## config.mk

```make
export PLATFORM = sky130hd
export DESIGN_NAME = sync_fifo_flex
export DESIGN_NICKNAME = d
export VERILOG_FILES = /design/src/rtl/sync_fifo_flex.sv
export SDC_FILE = /design/constraint.sdc
export NUM_CORES = 1
export LEC_CHECK = 0
export ABC_AREA = 0
export CORE_MARGIN = 4
export CORE_UTILIZATION = 52
export CTS_BUF_LIST = sky130_fd_sc_hd__clkbuf_16
export DETAILED_ROUTE_END_ITERATION = 10
export PLACE_DENSITY = 0.68
export SYNTH_ARGS = -nofsm -noshare
export SYNTH_HDL_FRONTEND = slang
export SYNTH_SLANG_ARGS = --single-unit
```

## constraint.sdc

```tcl
create_clock -name CLK -period 3.7 [get_ports CLK]
set_input_delay 0.555 -clock CLK [delete_from_list [all_inputs] [get_ports CLK]]
set_output_delay 0.555 -clock CLK [all_outputs]
set_load 0.005 [all_outputs]
```

## src/rtl/sync_fifo_flex.sv

```systemverilog
// sync_fifo_flex: single-clock FIFO with occupancy count, programmable
// almost-full/almost-empty thresholds, selectable read mode (registered or
// first-word-fall-through), synchronous flush and sticky error flags.
//
// Ports:
//   CLK          clock, all logic on rising edge
//   RST          synchronous reset, active-high (highest priority)
//   FLUSH        synchronous empty command (pointers/count/flags to reset)
//   CLR_ERR      clears OVERFLOW/UNDERFLOW (a same-cycle set wins)
//   W_INC        write request, accepted when not FULL
//   WR_DATA      write data
//   R_INC        read/pop request, accepted when not EMPTY
//   RD_DATA      read data (registered when FWFT=0, head word when FWFT=1)
//   RD_VALID     FWFT=0: pulse after an accepted read; FWFT=1: ~EMPTY
//   FULL/EMPTY   occupancy == DEPTH / == 0
//   ALMOST_FULL  COUNT >= AF_LEVEL
//   ALMOST_EMPTY COUNT <= AE_LEVEL
//   COUNT        occupancy 0..DEPTH
//   OVERFLOW     sticky: write attempted while FULL
//   UNDERFLOW    sticky: read attempted while EMPTY
module sync_fifo_flex #(
  parameter int DATA_WIDTH = 8,
  parameter int ADDR_WIDTH = 4,
  parameter int AF_LEVEL   = 12,
  parameter int AE_LEVEL   = 2,
  parameter int FWFT       = 0
) (
  input  logic                  CLK,
  input  logic                  RST,
  input  logic                  FLUSH,
  input  logic                  CLR_ERR,
  input  logic                  W_INC,
  input  logic [DATA_WIDTH-1:0] WR_DATA,
  input  logic                  R_INC,
  output logic [DATA_WIDTH-1:0] RD_DATA,
  output logic                  RD_VALID,
  output logic                  FULL,
  output logic                  EMPTY,
  output logic                  ALMOST_FULL,
  output logic                  ALMOST_EMPTY,
  output logic [ADDR_WIDTH:0]   COUNT,
  output logic                  OVERFLOW,
  output logic                  UNDERFLOW
);

  localparam int unsigned DEPTH = 2 ** ADDR_WIDTH;
  localparam logic [ADDR_WIDTH:0] AF_THR = (ADDR_WIDTH + 1)'(AF_LEVEL);
  localparam logic [ADDR_WIDTH:0] AE_THR = (ADDR_WIDTH + 1)'(AE_LEVEL);

  if (AF_LEVEL < 1 || AF_LEVEL > (2 ** ADDR_WIDTH)) begin : g_bad_af
    $error("sync_fifo_flex: AF_LEVEL out of range 1..DEPTH");
  end
  if (AE_LEVEL < 0 || AE_LEVEL > (2 ** ADDR_WIDTH) - 1) begin : g_bad_ae
    $error("sync_fifo_flex: AE_LEVEL out of range 0..DEPTH-1");
  end

  logic [DATA_WIDTH-1:0] mem [DEPTH];
  logic [ADDR_WIDTH:0]   wptr;
  logic [ADDR_WIDTH:0]   rptr;
  logic [ADDR_WIDTH:0]   count_q;
  logic                  ovf_q;
  logic                  unf_q;
  logic [ADDR_WIDTH-1:0] waddr;
  logic [ADDR_WIDTH-1:0] raddr;
  logic                  full;
  logic                  empty;
  logic                  wr_en;
  logic                  rd_en;
  logic                  ovf_set;
  logic                  unf_set;
  logic [DATA_WIDTH-1:0] head;

  always_comb begin
    waddr = wptr[ADDR_WIDTH-1:0];
    raddr = rptr[ADDR_WIDTH-1:0];
    // Flags decode from registered pointers, so they reflect the previous edge.
    full  = (waddr == raddr) && (wptr[ADDR_WIDTH] != rptr[ADDR_WIDTH]);
    empty = (wptr == rptr);
    head  = mem[raddr];
  end

  // Requests in a flush or reset cycle are dropped and never raise errors.
  always_comb begin
    wr_en   = W_INC & ~full  & ~FLUSH & ~RST;
    rd_en   = R_INC & ~empty & ~FLUSH & ~RST;
    ovf_set = W_INC &  full  & ~FLUSH;
    unf_set = R_INC &  empty & ~FLUSH;
  end

  // Storage is deliberately left out of reset/flush.
  always_ff @(posedge CLK) begin
    if (wr_en) begin
      mem[waddr] <= WR_DATA;
    end
  end

  always_ff @(posedge CLK) begin
    if (RST || FLUSH) begin
      wptr    <= '0;
      rptr    <= '0;
      count_q <= '0;
      ovf_q   <= 1'b0;
      unf_q   <= 1'b0;
    end else begin
      if (wr_en) begin
        wptr <= wptr + 1'b1;
      end
      if (rd_en) begin
        rptr <= rptr + 1'b1;
      end
      case ({wr_en, rd_en})
        2'b10:   count_q <= count_q + 1'b1;
        2'b01:   count_q <= count_q - 1'b1;
        default: count_q <= count_q;
      endcase
      ovf_q <= ovf_set | (ovf_q & ~CLR_ERR);
      unf_q <= unf_set | (unf_q & ~CLR_ERR);
    end
  end

  always_comb begin
    FULL         = full;
    EMPTY        = empty;
    COUNT        = count_q;
    ALMOST_FULL  = (count_q >= AF_THR);
    ALMOST_EMPTY = (count_q <= AE_THR);
    OVERFLOW     = ovf_q;
    UNDERFLOW    = unf_q;
  end

  if (FWFT != 0) begin : g_fwft
    // Head word is shown while data is present; zero when empty so the
    // output matches its reset value instead of exposing stale storage.
    always_comb begin
      RD_VALID = ~empty;
      RD_DATA  = empty ? '0 : head;
    end
  end else begin : g_reg
    logic [DATA_WIDTH-1:0] rd_data_q;
    logic                  rd_valid_q;

    always_ff @(posedge CLK) begin
      if (RST) begin
        rd_data_q  <= '0;
        rd_valid_q <= 1'b0;
      end else if (FLUSH) begin
        rd_valid_q <= 1'b0;
      end else begin
        rd_valid_q <= rd_en;
        if (rd_en) begin
          rd_data_q <= head;
        end
      end
    end

    always_comb begin
      RD_VALID = rd_valid_q;
      RD_DATA  = rd_data_q;
    end
  end

endmodule

```

# --- After elaboration in Yosys (flattened, before gate mapping) ---
# Memories as Yosys holds them, arrays and structs flattened. A register that Yosys moved wholly into a read port is not among the register bits.
# Cells that the tools add are included.
op_classes:
  bitwise_logic: 19
  eq_ne: 5
  n_reduce_logical: 5
  order_cmp: 2
  mux: 3
  addsub: 4
ops:
  columns: ["op", "n"]
  rows:
  - ["5-bit by 1-bit adder with 5-bit output (second input constant)", 3]
  - ["1-bit AND", 12]
  - ["5-bit case mux with 2 select lines", 1]
  - ["5-bit equality test", 1]
  - ["5-bit by 4-bit >= comparator with 1-bit output (second input constant)", 1]
  - ["5-bit by 2-bit <= comparator with 1-bit output (second input constant)", 1]
  - ["1-bit NOT", 5]
  - ["5-bit by 1-bit subtractor with 5-bit output (second input constant)", 1]
  - ["4-bit equality test", 1]
  - ["2-bit by 1-bit equality test with 1-bit output (second input constant)", 1]
  - ["2-bit equality test (second input constant)", 1]
  - ["1-bit 2-to-1 mux", 2]
  - ["1-bit bitwise OR", 2]
  - ["2-bit AND reduction", 1]
  - ["2-bit nonzero test", 1]
  - ["2-bit OR reduction", 1]
  - ["1-bit logical AND", 1]
  - ["1-bit logical OR", 1]
  - ["1-bit inequality test", 1]
totals:
  memories: 1
  reg_bits: 18
  out_inout_bits: 20
  elab_cells: 45
  input_bits: 14
  ram_bits: 128
memory_table:
  columns: ["name", "depth", "word_bits", "read_ports", "rd_clocked_by_memory_dff", "wr", "line_no", "text"]
  rows:
  - ["mem", 16, 8, 1, 1, 1, "57", "logic [DATA_WIDTH-1:0] mem [DEPTH];"]

# --- Depth between registers and ports, before layout ---
depth:
  word_depth: 8
  depth_mapped: 14
  ltp_nobuf: 12

# --- Least setup slack after synthesis ---
# No wires, ideal clock.
synth_timing:
  path_kind: "input to register"
  start: "input port RST"
  end: "register count_q[4] (netlist: COUNT[4])"
  required_ns: 3.629
  stages: 14
  arrival_time_ns: 3.048
  slack_ns: 0.581
  path_buffers: 2
  setup_ns: 0.071
  cell_sequence: "buf_2 > nor2_1 > nand2_1 > a21oi_1 > clkbuf_1 > inv_1 > ha_1 > xor2_1 > ha_1 > a211o_1 > a21oi_1 > a221oi_1 > or3_1 > a21oi_1"
synth_via:
  elab_chain_cells: 4
  word_cells_on_any_way: 8
  classes_between: "eq/ne: 2; mux: 1; bitwise: 3; reduce/logical: 2"
synth_lines:
  columns: ["item", "line_no", "text"]
  rows:
  - ["from (decl)", "29", "input logic RST,"]
  - ["1-bit NOT", "84, 85", null]
  - ["1-bit AND, on equally long branches", "85, 84", null]
  - ["2-bit by 1-bit equality test with 1-bit output or 2-bit equality test (tied branches)", "111", "case ({wr_en, rd_en})"]
  - ["5-bit case mux with 2 select lines or 2-bit nonzero test (tied branches)", null, null]
  - ["to (signal assigned)", "112", "2'b10: count_q <= count_q + 1'b1;"]
  - ["to (signal assigned)", "113", "2'b01: count_q <= count_q - 1'b1;"]
  - ["to (signal assigned)", "114", "default: count_q <= count_q;"]
  - ["to (decl)", "60", "logic [ADDR_WIDTH:0] count_q;"]
# Several ways; a longest one is shown, not always the timed one.
# A chain may end at the register's enable or synchronous reset.

# --- Final worst setup path ---
layout_timing:
  start: "register wptr[3]"
  end: "register count_q[4] (netlist: COUNT[4])"
layout_via:
  elab_chain_cells: 8
  word_cells_on_any_way: 15
  classes_between: "eq/ne: 4; mux: 1; bitwise: 8; reduce/logical: 2"
layout_lines:
  columns: ["item", "line_no", "text"]
  rows:
  - ["from (decl)", "58", "logic [ADDR_WIDTH:0] wptr;"]
  - ["from (signal assigned)", "106", "wptr <= wptr + 1'b1;"]
  - ["4-bit equality test", "77", "full = (waddr == raddr) && (wptr[ADDR_WIDTH] != rptr[ADDR_WIDTH]);"]
  - ["1-bit logical AND", "77", null]
  - ["1-bit NOT", "84", "wr_en = W_INC & ~full & ~FLUSH & ~RST;"]
  - ["1-bit AND (3 in series)", "84", null]
  - ["2-bit by 1-bit equality test with 1-bit output or 2-bit equality test (tied branches)", "111", null]
  - ["5-bit case mux with 2 select lines or 2-bit nonzero test (tied branches)", null, null]
# Several ways; a longest one is shown, not always the timed one.

==> flow_summary.yaml <==
cells_and_area:
  mostFrequentLayoutCells: "128 x edfxtp_1, 33 x clkdlybuf4s50_1, 24 x dfxtp_1, 22 x nor2_1, 21 x mux4_2"
  drive_gt1_frac: 0.199
  area_growth_pct: 16.1
  layout_commonest_cell: "edfxtp_1"
  nets: 453
  n_antenna_cell: 0
detailed_routing:
  drt_iter0_markers: 170
  vias_per_cell: 5.76
  drtPass1Iterations: 4
  wl_mm: 11.8
  ant_nets: 0
  vias: 3398
  drc: 0
  wire_per_inst_um: 20.1
synth:
  synth_cell_types: 42
  synth_cells: 391
  syn-num-nets: 414
  ys_seq_area_frac: 0.686
  ys_ff_latch: 154
  ys_warn_count: 0
  avgSynthCellArea_um2: 16.3
  syn-cell-area_um2: 6370
floorplan:
  io_pins: 34
  die-area_um2: 14100
  die_h_um: 119
  die_x_um: 119
  rows: 40
  fp.coreArea_um2: 12000
  initial_core_util: 0.530
clocking:
  cts_buffers: 17
  tritoncts: "done"
  cts_hold_buffers: 0
  root_buffer: "clkbuf_16"
  postCtsSetupBuffers: 0
  clkSlewWorstSetupHoldPaths_ns: 0.06
  cts_resized: 0
  clock_path_buffers: 2
  clkLatencyLatePin_ns: 0.42
  htree_levels: 4
  numClockSinks: 154
critical_path:
  startpoint_type: "flip-flop"
  critPathArrivalTime_ns: 3.20
  crit_required_ns: 4.05
  endpoint_kind: "flip-flop"
  crit_path_max_fanout: 8
  r2r_end: "COUNT[4]"
  rrSetupSlack_ns: 0.85
  r2r_cells: 12
  crit_type: "flip-flop to flip-flop"
  timing.rr.start: "wptr[3]"
pwr:
  power.switching_w: 0.000704
  ir_drop_mv: 0.350
  power_w: 0.00359
  clockPowerShare: 0.456
  power_density_nw_per_um2: 486
  p_leak_nw: 2.47
  intPower_w: 0.00289
  seqPwrFrac: 0.524
  switching_share: 0.196
  pwr-share-comb: 0.020
sta:
  finalSetupTns_ns: 0
  finClkSkew_ns: 0.00916
  worst_pin_slew_ns: 0.679
  setup_viol: 0
  max_freq_mhz: 351
  fin_hold_ws_ns: 0.512
  rsz0062_at_grt: "no"
  finalHoldViolations: 0
  min_period_over_period: 0.771
  slew_violations: 0
  slew_headroom: 0.547
  min_period_ns: 2.85
min_path:
  min_to: "RD_DATA[4]"
  whs_path_depth: 2
  hold_start: "RD_DATA[4]"
  min-delay-path-class: "flip-flop to flip-flop"
global_routing:
  grt_usage: 0.179
  grt_max_degree: 53
  first_global_vias: 3428
  antenna_found_initial: 0
  grt_pass1_wl_mm: 19.1
  grt_overflow_total: 0
run:
  maxCapViolations: 0
status:
  status: "complete, no violations"
placement:
  portBuffers: 33
  gp_congestion: 0.779
  place_hpwl_mm: 7.79
==> flip-flops by register name, indices dropped and copies added, names as in the netlist <==
name / flops
mem: 128
RD_DATA: 8
COUNT: 5
rptr: 5
wptr: 5
OVERFLOW: 1
RD_VALID: 1
UNDERFLOW: 1
==> Yosys cell counts <==
cell type    n  share of area
a21o_1       2         0.0024
or3_1        2         0.0020
clkbuf_1     9         0.0053
inv_1        7         0.0041
mux4_2      21          0.074
and4_1       1         0.0014
a31o_2       1         0.0014
o211ai_1     1         0.0012
o21ai_0      3         0.0024
mux2_2      16          0.028
o31ai_1      3         0.0035
buf_6        1         0.0018
buf_12       1         0.0031
buf_2       11         0.0086
nor3b_1      1         0.0012
nand4_1      4         0.0039
a2111oi_0    1         0.0014
or2_2        1        0.00098
mux2i_1      4         0.0063
edfxtp_1   128           0.60
nor2_1      22          0.013
and2_1       1        0.00098
a211oi_2     8          0.016
o22ai_1      8         0.0079
a211oi_1     8         0.0094
dfxtp_1     26          0.082
o32ai_1      1         0.0014
xnor2_1     10          0.014
a221oi_1     1         0.0014
nor3_1      17          0.013
a2bb2oi_1    1         0.0014
nor2b_1     12          0.012
nand2_1     11         0.0065
ha_1         9          0.018
xor2_1       4         0.0055
mux4_1       3          0.012
and3_1      14          0.014
nand2b_1     2         0.0020
a21oi_1      9         0.0071
buf_4        2         0.0024
a211o_1      1         0.0014
nand3_1      3         0.0024
==> worst max-delay path by stage <==
stage / start / end / slack (ns)
after CTS: wptr[2] / COUNT[4] / 0.85
after floorplan: RST / COUNT[4] / 0.58
after detailed placement: FLUSH / COUNT[4] / 0.48
after global placement: FLUSH / COUNT[4] / 0.61
after global routing: wptr[2] / COUNT[4] / 0.62
final: wptr[3] / COUNT[4] / 0.85
==> per-layer routing <==
| metal | vias up | share of wire | GRT usage |
|---|---|---|---|
| li1 | 1609 | - | - |
| met1 | 1696 | 0.45 | 0.246 |
| met2 | 74 | 0.49 | 0.280 |
| met3 | 19 | 0.045 | 0.0455 |
| met4 | 0 | 0.017 | 0.0637 |
| met5 | - | 0 | 0 |
==> power by group through the flow <==
stage                     clock network, W  registers [W]  logic (W)
after detailed placement                 0        0.00192  0.0000705
after global routing               0.00174        0.00188  0.0000774
after floorplan                          0        0.00192  0.0000240
final                              0.00164        0.00188  0.0000704
after global placement                   0        0.00192  0.0000674
after CTS                          0.00166        0.00188  0.0000709
==> cell type report <==
cell class / count / area (µm²)
Clock inverter: 15 / 136
Fill cell: 888 / 4620
Inverter: 7 / 26.3
Clock buffer: 17 / 425
Multi-Input combinational cell: 206 / 1840
Sequential cell: 154 / 4370
Tap cell: 147 / 184
Timing Repair Buffer: 44 / 413
==> stage by stage <==
| step | setup slack (ns) | cell area (µm²) | util | std cells |
|---|---|---|---|---|
| 6_report | 0.848 | 7390 | 0.615 | 590 |
| 5_1_grt | 0.620 | 7390 | 0.615 | 590 |
| 4_1_cts | 0.848 | 7390 | 0.615 | 590 |
| 3_5_place_dp | 0.476 | 6830 | 0.569 | 558 |
| 3_3_place_gp | 0.610 | 6830 | 0.569 | 558 |
| 2_1_floorplan | 0.581 | 6370 | - | 391 |
==> cell families (layout without fill, tap and decap cells) <==
logic type / Yosys count / in the layout / share of synthesized area
flip-flops: 154 / 154 / 0.686
AND/OR/NAND/NOR: 91 / 91 / 0.0731
AO/OA/AOI/OAI: 48 / 48 / 0.0578
multiplexers: 44 / 44 / 0.121
buffers and inverters: 31 / 83 / 0.0254
XOR/XNOR: 14 / 14 / 0.0193
adder cells (fa/ha/maj): 9 / 9 / 0.0177
==> worst max-delay path, cell delays in order, from the launching register on <==
cell      delay [ns]
dfxtp_1         0.51
xnor2_1         0.13
and4_1          0.24
a21oi_1         0.19
inv_1           0.09
ha_1            0.27
xor2_1          0.17
ha_1            0.22
a211o_1         0.27
a21oi_1         0.14
a221oi_1        0.07
or3_1           0.33
a21oi_1         0.15
(Power assumes the default switching activity.)
